### config.mk
export PLATFORM = sky130hd
export DESIGN_NAME = crr_div
export DESIGN_NICKNAME = d
export VERILOG_FILES = /design/src/rtl/crr_div.sv
export SDC_FILE = /design/constraint.sdc
export NUM_CORES = 1
export LEC_CHECK = 0
export BUFFER_PORTS_ARGS = -buffer_cell sky130_fd_sc_hd__clkbuf_2
export CAP_MARGIN = 10
export CORE_ASPECT_RATIO = 0.75
export CORE_MARGIN = 2
export CORE_UTILIZATION = 30
export CTS_CLUSTER_DIAMETER = 120
export DETAILED_ROUTE_END_ITERATION = 6
export MAX_ROUTING_LAYER = met4
export SLEW_MARGIN = 15
export SYNTH_ARGS = -nofsm -noshare
export SYNTH_HDL_FRONTEND = slang
export SYNTH_SLANG_ARGS = --single-unit
### constraint.sdc
create_clock -name clk -period 4.76 [get_ports clk]
set_input_delay 0.476 -clock clk [delete_from_list [all_inputs] [get_ports clk]]
set_output_delay 0.476 -clock clk [all_outputs]
set_load 0.01 [all_outputs]
### src/rtl/crr_div.sv
// crr_div: restoring shift-subtract unsigned divider, one quotient bit per clock.
// Define CRR_DIV_ZERO_CHK_EN to finish a divide-by-zero in one edge and flag it on div_zero.
module crr_div #(
    parameter int WIDTH = 8
) (
    input  logic             clk,
    input  logic             rst,
    input  logic             start,
    input  logic [WIDTH-1:0] dividend,
    input  logic [WIDTH-1:0] divisor,
    output logic             busy,
    output logic             done,
    output logic [WIDTH-1:0] quotient,
    output logic [WIDTH-1:0] remainder,
    output logic             div_zero
);
    localparam int CW = $clog2(WIDTH);

    typedef enum logic [1:0] {IDLE, RUN, DONE} state_t;

    state_t           state_q, state_d;
    logic [WIDTH-1:0] dvd_q, dvd_d, dvs_q, dvs_d, part_q, part_d;
    logic [WIDTH-1:0] quotient_q, quotient_d, remainder_q, remainder_d;
    logic [CW-1:0]    cnt_q, cnt_d;
    logic [WIDTH:0]   shifted, trial;
    logic             last, zero_start;

    // The restored partial always stays below the divisor, so WIDTH bits hold it.
    assign shifted = {part_q, dvd_q[WIDTH-1]};
    assign trial   = shifted - {1'b0, dvs_q};
    assign last    = cnt_q == CW'(WIDTH - 1);

`ifdef CRR_DIV_ZERO_CHK_EN
    logic div_zero_q, div_zero_d;
    assign zero_start = divisor == '0;
    assign div_zero   = div_zero_q;
`else
    assign zero_start = 1'b0;
    assign div_zero   = 1'b0;
`endif

    always_ff @(posedge clk) begin
        if (rst) state_q <= IDLE;
        else     state_q <= state_d;
    end

    always_comb begin
        state_d = state_q == IDLE ? (start ? (zero_start ? DONE : RUN) : IDLE)
                : state_q == RUN  ? (last ? DONE : RUN)
                :                   IDLE;
    end

    always_comb begin
        busy = state_q != IDLE;
        done = state_q == DONE;
    end

    // Quotient bits enter the dividend register from the LSB as its MSBs are consumed.
    always_comb begin
        dvd_d       = dvd_q;
        dvs_d       = dvs_q;
        part_d      = part_q;
        cnt_d       = cnt_q;
        quotient_d  = quotient_q;
        remainder_d = remainder_q;
`ifdef CRR_DIV_ZERO_CHK_EN
        div_zero_d  = div_zero_q;
`endif
        if (state_q == IDLE && start) begin
            dvd_d  = dividend;
            dvs_d  = divisor;
            part_d = '0;
            cnt_d  = '0;
`ifdef CRR_DIV_ZERO_CHK_EN
            if (zero_start) begin
                quotient_d  = '1;
                remainder_d = dividend;
                div_zero_d  = 1'b1;
            end
`endif
        end else if (state_q == RUN) begin
            part_d = trial[WIDTH] ? shifted[WIDTH-1:0] : trial[WIDTH-1:0];
            dvd_d  = {dvd_q[WIDTH-2:0], ~trial[WIDTH]};
            cnt_d  = cnt_q + 1'b1;
            if (last) begin
                quotient_d  = dvd_d;
                remainder_d = part_d;
`ifdef CRR_DIV_ZERO_CHK_EN
                div_zero_d  = 1'b0;
`endif
            end
        end
    end

    always_ff @(posedge clk) begin
        if (rst) begin
            dvd_q       <= '0;
            dvs_q       <= '0;
            part_q      <= '0;
            cnt_q       <= '0;
            quotient_q  <= '0;
            remainder_q <= '0;
`ifdef CRR_DIV_ZERO_CHK_EN
            div_zero_q  <= 1'b0;
`endif
        end else begin
            dvd_q       <= dvd_d;
            dvs_q       <= dvs_d;
            part_q      <= part_d;
            cnt_q       <= cnt_d;
            quotient_q  <= quotient_d;
            remainder_q <= remainder_d;
`ifdef CRR_DIV_ZERO_CHK_EN
            div_zero_q  <= div_zero_d;
`endif
        end
    end

    assign quotient  = quotient_q;
    assign remainder = remainder_q;
endmodule

### Word-level counts from Yosys, hierarchy flattened

Index checks and enable logic that the tools add are counted.

| word-level totals | value |
|---|---|
| register bits after elaboration | 45 |
| bits of input ports | 19 |

| cells by class | value |
|---|---|
| reductions and logical operators | 6 |
| eq/ne operators | 3 |
| add/subtract/negate cells | 2 |
| bitwise logic cells | 2 |
| multiplexer cells | 7 |

Operators with widths:

| cell | number |
|---|---|
| 8-bit two-way mux | 3 |
| 9-bit by 8-bit subtractor with 9-bit output | 1 |
| 2-bit two-way mux | 3 |
| 2-bit nonzero test | 2 |
| 3-bit by 1-bit adder with 3-bit output, second input constant | 1 |
| 3-bit equality test, second input constant | 1 |
| 3-bit AND reduction | 1 |
| 2-bit by 1-bit equality test with 1-bit output, second input constant | 1 |
| 2-bit equality test, second input constant | 1 |
| 2-bit logical NOT | 1 |
| 1-bit NOT | 2 |
| 2-bit OR reduction | 1 |
| 1-bit logical AND | 1 |
| 1-bit two-way mux | 1 |

### Longest topological paths before layout

| depth | value |
|---|---|
| depth after elaboration | 4 |
| gate-level depth with buffers | 9 |
| gate-level depth less buffers | 9 |

### Worst setup path after synthesis

OpenSTA, ideal clock, no wires.

| timing path | value |
|---|---|
| kind | register -> register |
| start | register dvd_q[7] |
| end | register part_q[5] |
| arrival time | 2,036 ps |
| path slack | 2,638 ps |
| buffers on the path | 0 |
| cell stages (with the launch flop) | 10 |
| setup time | 86 ps |
| required time | 4,674 ps |
| path through | dfxtp_1 inv_1 ha_1 fa_1 nor2b_4 o31a_4 o21a_2 nand2_4 o31a_1 a211oi_1 |

| on the way | value |
|---|---|
| cells in the longest elaborated chain, start to end | 2 |

RTL lines:

| item | RTL line | RTL |
|---|---|---|
| start: declaration | 22 | `logic [WIDTH-1:0] dvd_q, dvd_d, dvs_q, dvs_d, part_q, part_d;` |
| start signal: assignment | 107 | `dvd_q <= dvd_d;` |
| 9-bit by 8-bit subtractor with 9-bit output | 30 | `assign trial = shifted - {1'b0, dvs_q};` |
| 8-bit two-way mux | 82 | `part_d = trial[WIDTH] ? shifted[WIDTH-1:0] : trial[WIDTH-1:0];` |
| end signal: assignment | 109 | `part_q <= part_d;` |
| end: declaration | 22 |  |

Every way passes these cells.
A chain may end at the register's enable or synchronous reset.

### Final worst setup path

| timing path | value |
|---|---|
| start | register dvd_q[7] |
| end | register remainder_q[5] (netlist: remainder[5]) |

| on the way | value |
|---|---|
| cells in the longest elaborated chain, start to end | 2 |

RTL lines:

| item | RTL line | RTL |
|---|---|---|
| 9-bit by 8-bit subtractor with 9-bit output | 30 |  |
| 8-bit two-way mux | 82 |  |
| end signal: assignment | 112 | `remainder_q <= remainder_d;` |
| end: declaration | 23 | `logic [WIDTH-1:0] quotient_q, quotient_d, remainder_q, remainder_d;` |

Every way passes these cells.

==> results by group <==
Outcome
  – Outcome: complete, no violations

Worst setup path
  – Worst setup SP type: flop
  – Crit path max fanout: 6
  – Crit path DAT: 2.52 ns
  – Critical path class: flop to flop
  – WP data required: 4.96 ns
  – CP endpoint kind: flop

Drt
  – Drc violations: 0
  – Via count: 1,854
  – DRT Wirelength: 4970 um
  – Drt first pass iters: 4
  – Vias per cell: 4.71
  – ANT nets after route: 0
  – WL per Instance: 12.6 um
  – Initial DRC Count: 95

Synth
  – Most frequent cell after synthesis: nand2_1
  – Synthesis Warnings: 0
  – Post-Syn Area: 0.00215 mm^2
  – Post-synthesis sequential area ratio: 41.9%
  – Post-Syn Nets: 295
  – FF+latch count, synth: 45
  – Synth area leader: dfxtp_1
  – Netlist cell types: 43
  – Post-synthesis cell count: 265
  – Ys async rst share: 0%
  – Number of synthesized flops with an enable pin: 0
  – Mean cell area of the mapped netlist: 8.11 um^2
  – Synth top area share: 41.9%
  – Post-synth top flop: dfxtp_1
  – Synth area leaders: dfxtp_1, a21oi_1, nand2_1, ha_1, a211oi_1
  – Leading cell types by count after synthesis: nand2_1, dfxtp_1, a21oi_1

STA
  – Final worst path period share: between 40% and 50%
  – Rel. slew slack: 47.4%
  – Setup violations, final: 0
  – Hold_ws: ~0.39 ns
  – Skew final: 0.00682 ns
  – TNS Setup: 0 ns
  – Unrepaired setup endpoints after global routing: false
  – Final hold viol count: 0
  – Max-slew violation count: 0
  – Fmax: between 400 and 500 MHz
  – Min Tclk post-route: 2.32 ns
  – Slew @ Worst Pin: between 0.7 and 0.8 ns

Run
  – Max-cap viol count: 0

Die
  – Row cnt: 26
  – Ports: 38
  – Die Span Y: ~77 um
  – Core area: 0.00686 mm^2
  – Die Footprint: 0.00786 mm^2
  – Initial Utilization: 31.3%
  – DIE WIDTH: 102 um

Placement
  – Placed Cells: a little under 400
  – Number of buffers added on ports: 36
  – Detailed placer's ending HPWL: 3670 um
  – Placed inst area: 0.00240 mm^2
  – Final GP Congestion: 0.873

Cells and area
  – Post-Layout Cell Count: slightly below 400
  – Design area: 0.00252 mm^2
  – Area Growth Syn to Fin: 17.4%
  – Number of diodes: 0
  – Share of layout cells above drive strength 1: approximately 18%
  – Nets: roughly 330

GRT
  – Pin count of the biggest net entering global routing: 37
  – GRT Util Overall: between 10 and 15%
  – Vias in the first global route: 1,806
  – First-pass GRT wire length: 8700 um
  – Overflow after GRT: 0
  – Initial antenna violation count: 0

Clock network
  – Clock Pin Slew Worst Setup and Hold Paths: 0.09 ns
  – Clk_lat worst skew: 0.30 ns
  – Post-CTS Setup Bufs: 0
  – # H-tree levels: 2
  – Root Buffer Master: clkbuf_8
  – Clk sinks: 45
  – Clk buf depth: 2
  – Hold Buf Count CTS: 0
  – Cts repair resizes: 0
  – Num CTS Buffers: 5
  – CTS tree: yes

Power and ir drop
  – Tot Pwr: 0.915 mW
  – Peak supply drop: 165 uV
  – Lkg Pwr: 1.01 nW
  – Pwr per Cell Area: 363 mW/mm^2

Worst hold path
  – Worst hold path class: primary input to flop
-- state kept, by name, summed over array words and instances, names as in the netlist --
signal     cells
cnt_q          3
dvd_q          8
dvs_q          8
part_q         8
quotient       8
remainder      8
state_q        2
-- cell type report --
type / count / area, um^2
fillers: 721 / 4340
multi-input cells: 196 / 1150
flip-flops and latches: 45 / 901
repair buffers: 37 / 188
well taps: 98 / 123
clock buffers: 6 / 82.6
clock inverters: 2 / 37.5
inverters: 10 / 37.5
-- per-layer routing --
layer / GRT usage (%) / routed length, um / part of all wire (%)
met5: - / 0 / 0
met4: 2.84 / 31 / 0.62
met3: 3.19 / 174 / 3.5
met2: 21.1 / 2180 / 44
met1: 19.7 / 2590 / 52
-- cells by family after synthesis --
kind of cell / Yosys count / share of synthesized area [%]
buffers and inverters: 24 / 4.43
adders and majority gates: 11 / 6.76
xor gates and xnor gates: 3 / 1.22
and+or+nand+nor: 98 / 20.7
DFF: 45 / 41.9
other: 1 / 0.175
AOI/OAI and AO/OA: 81 / 23.9
muxes: 2 / 0.932
-- stage by stage --
stage	setup WS (ns)	utilization, %
after floorplan	2.64	-
after global placement	2.55	35.0
after detailed placement	2.48	35.0
after CTS	2.44	36.7
after global routing	2.28	36.7
final	2.44	36.7
-- report_power, final --
part	total, mW	switching (mW)	internal (mW)
registers	0.404	0.0117	0.392
clock network	0.304	0.133	0.171
logic	0.208	0.124	0.0845
total	0.915	0.268	0.647
-- final timing paths --
kind	to	cells after the start	from	slack (ns)
setup reg to reg	remainder[5]	9	dvd_q[7]	2.44
hold reg to reg	dvs_q[2]	2	dvs_q[2]	0.46
hold / removal	dvs_q[7]	3	divisor[7]	0.39
setup / recovery	remainder[5]	9	dvd_q[7]	2.44
-- worst max-delay path, stage by stage, from the launching register on --
cell      delay [ns]
dfxtp_1         0.33
inv_1           0.06
ha_1            0.22
fa_1            0.43
nor2b_4         0.16
o31a_4          0.17
o21a_2          0.21
nand2_4         0.09
o31a_1          0.32
a211oi_1        0.22
-- cell usage in the layout (no fill, tap or decap), types with 2 or more instances in the layout --
cell,Yosys,routed
a211oi_1,10,10
a21oi_1,39,39
a22oi_1,8,8
and2_1,1,2
and2b_2,2,2
clkbuf_2,0,36
clkbuf_8,0,6
dfxtp_1,45,45
ha_1,10,10
inv_1,10,10
mux2i_1,2,2
nand2_1,51,51
nand2b_1,5,5
nand3_1,8,8
nor2_1,20,20
nor2b_1,2,2
nor4_1,2,2
o21a_1,2,2
o21a_2,2,2
o21ai_0,5,5
o21ai_1,5,5
o31a_1,2,2
xnor2_1,2,2
(Power assumes the default switching activity.)
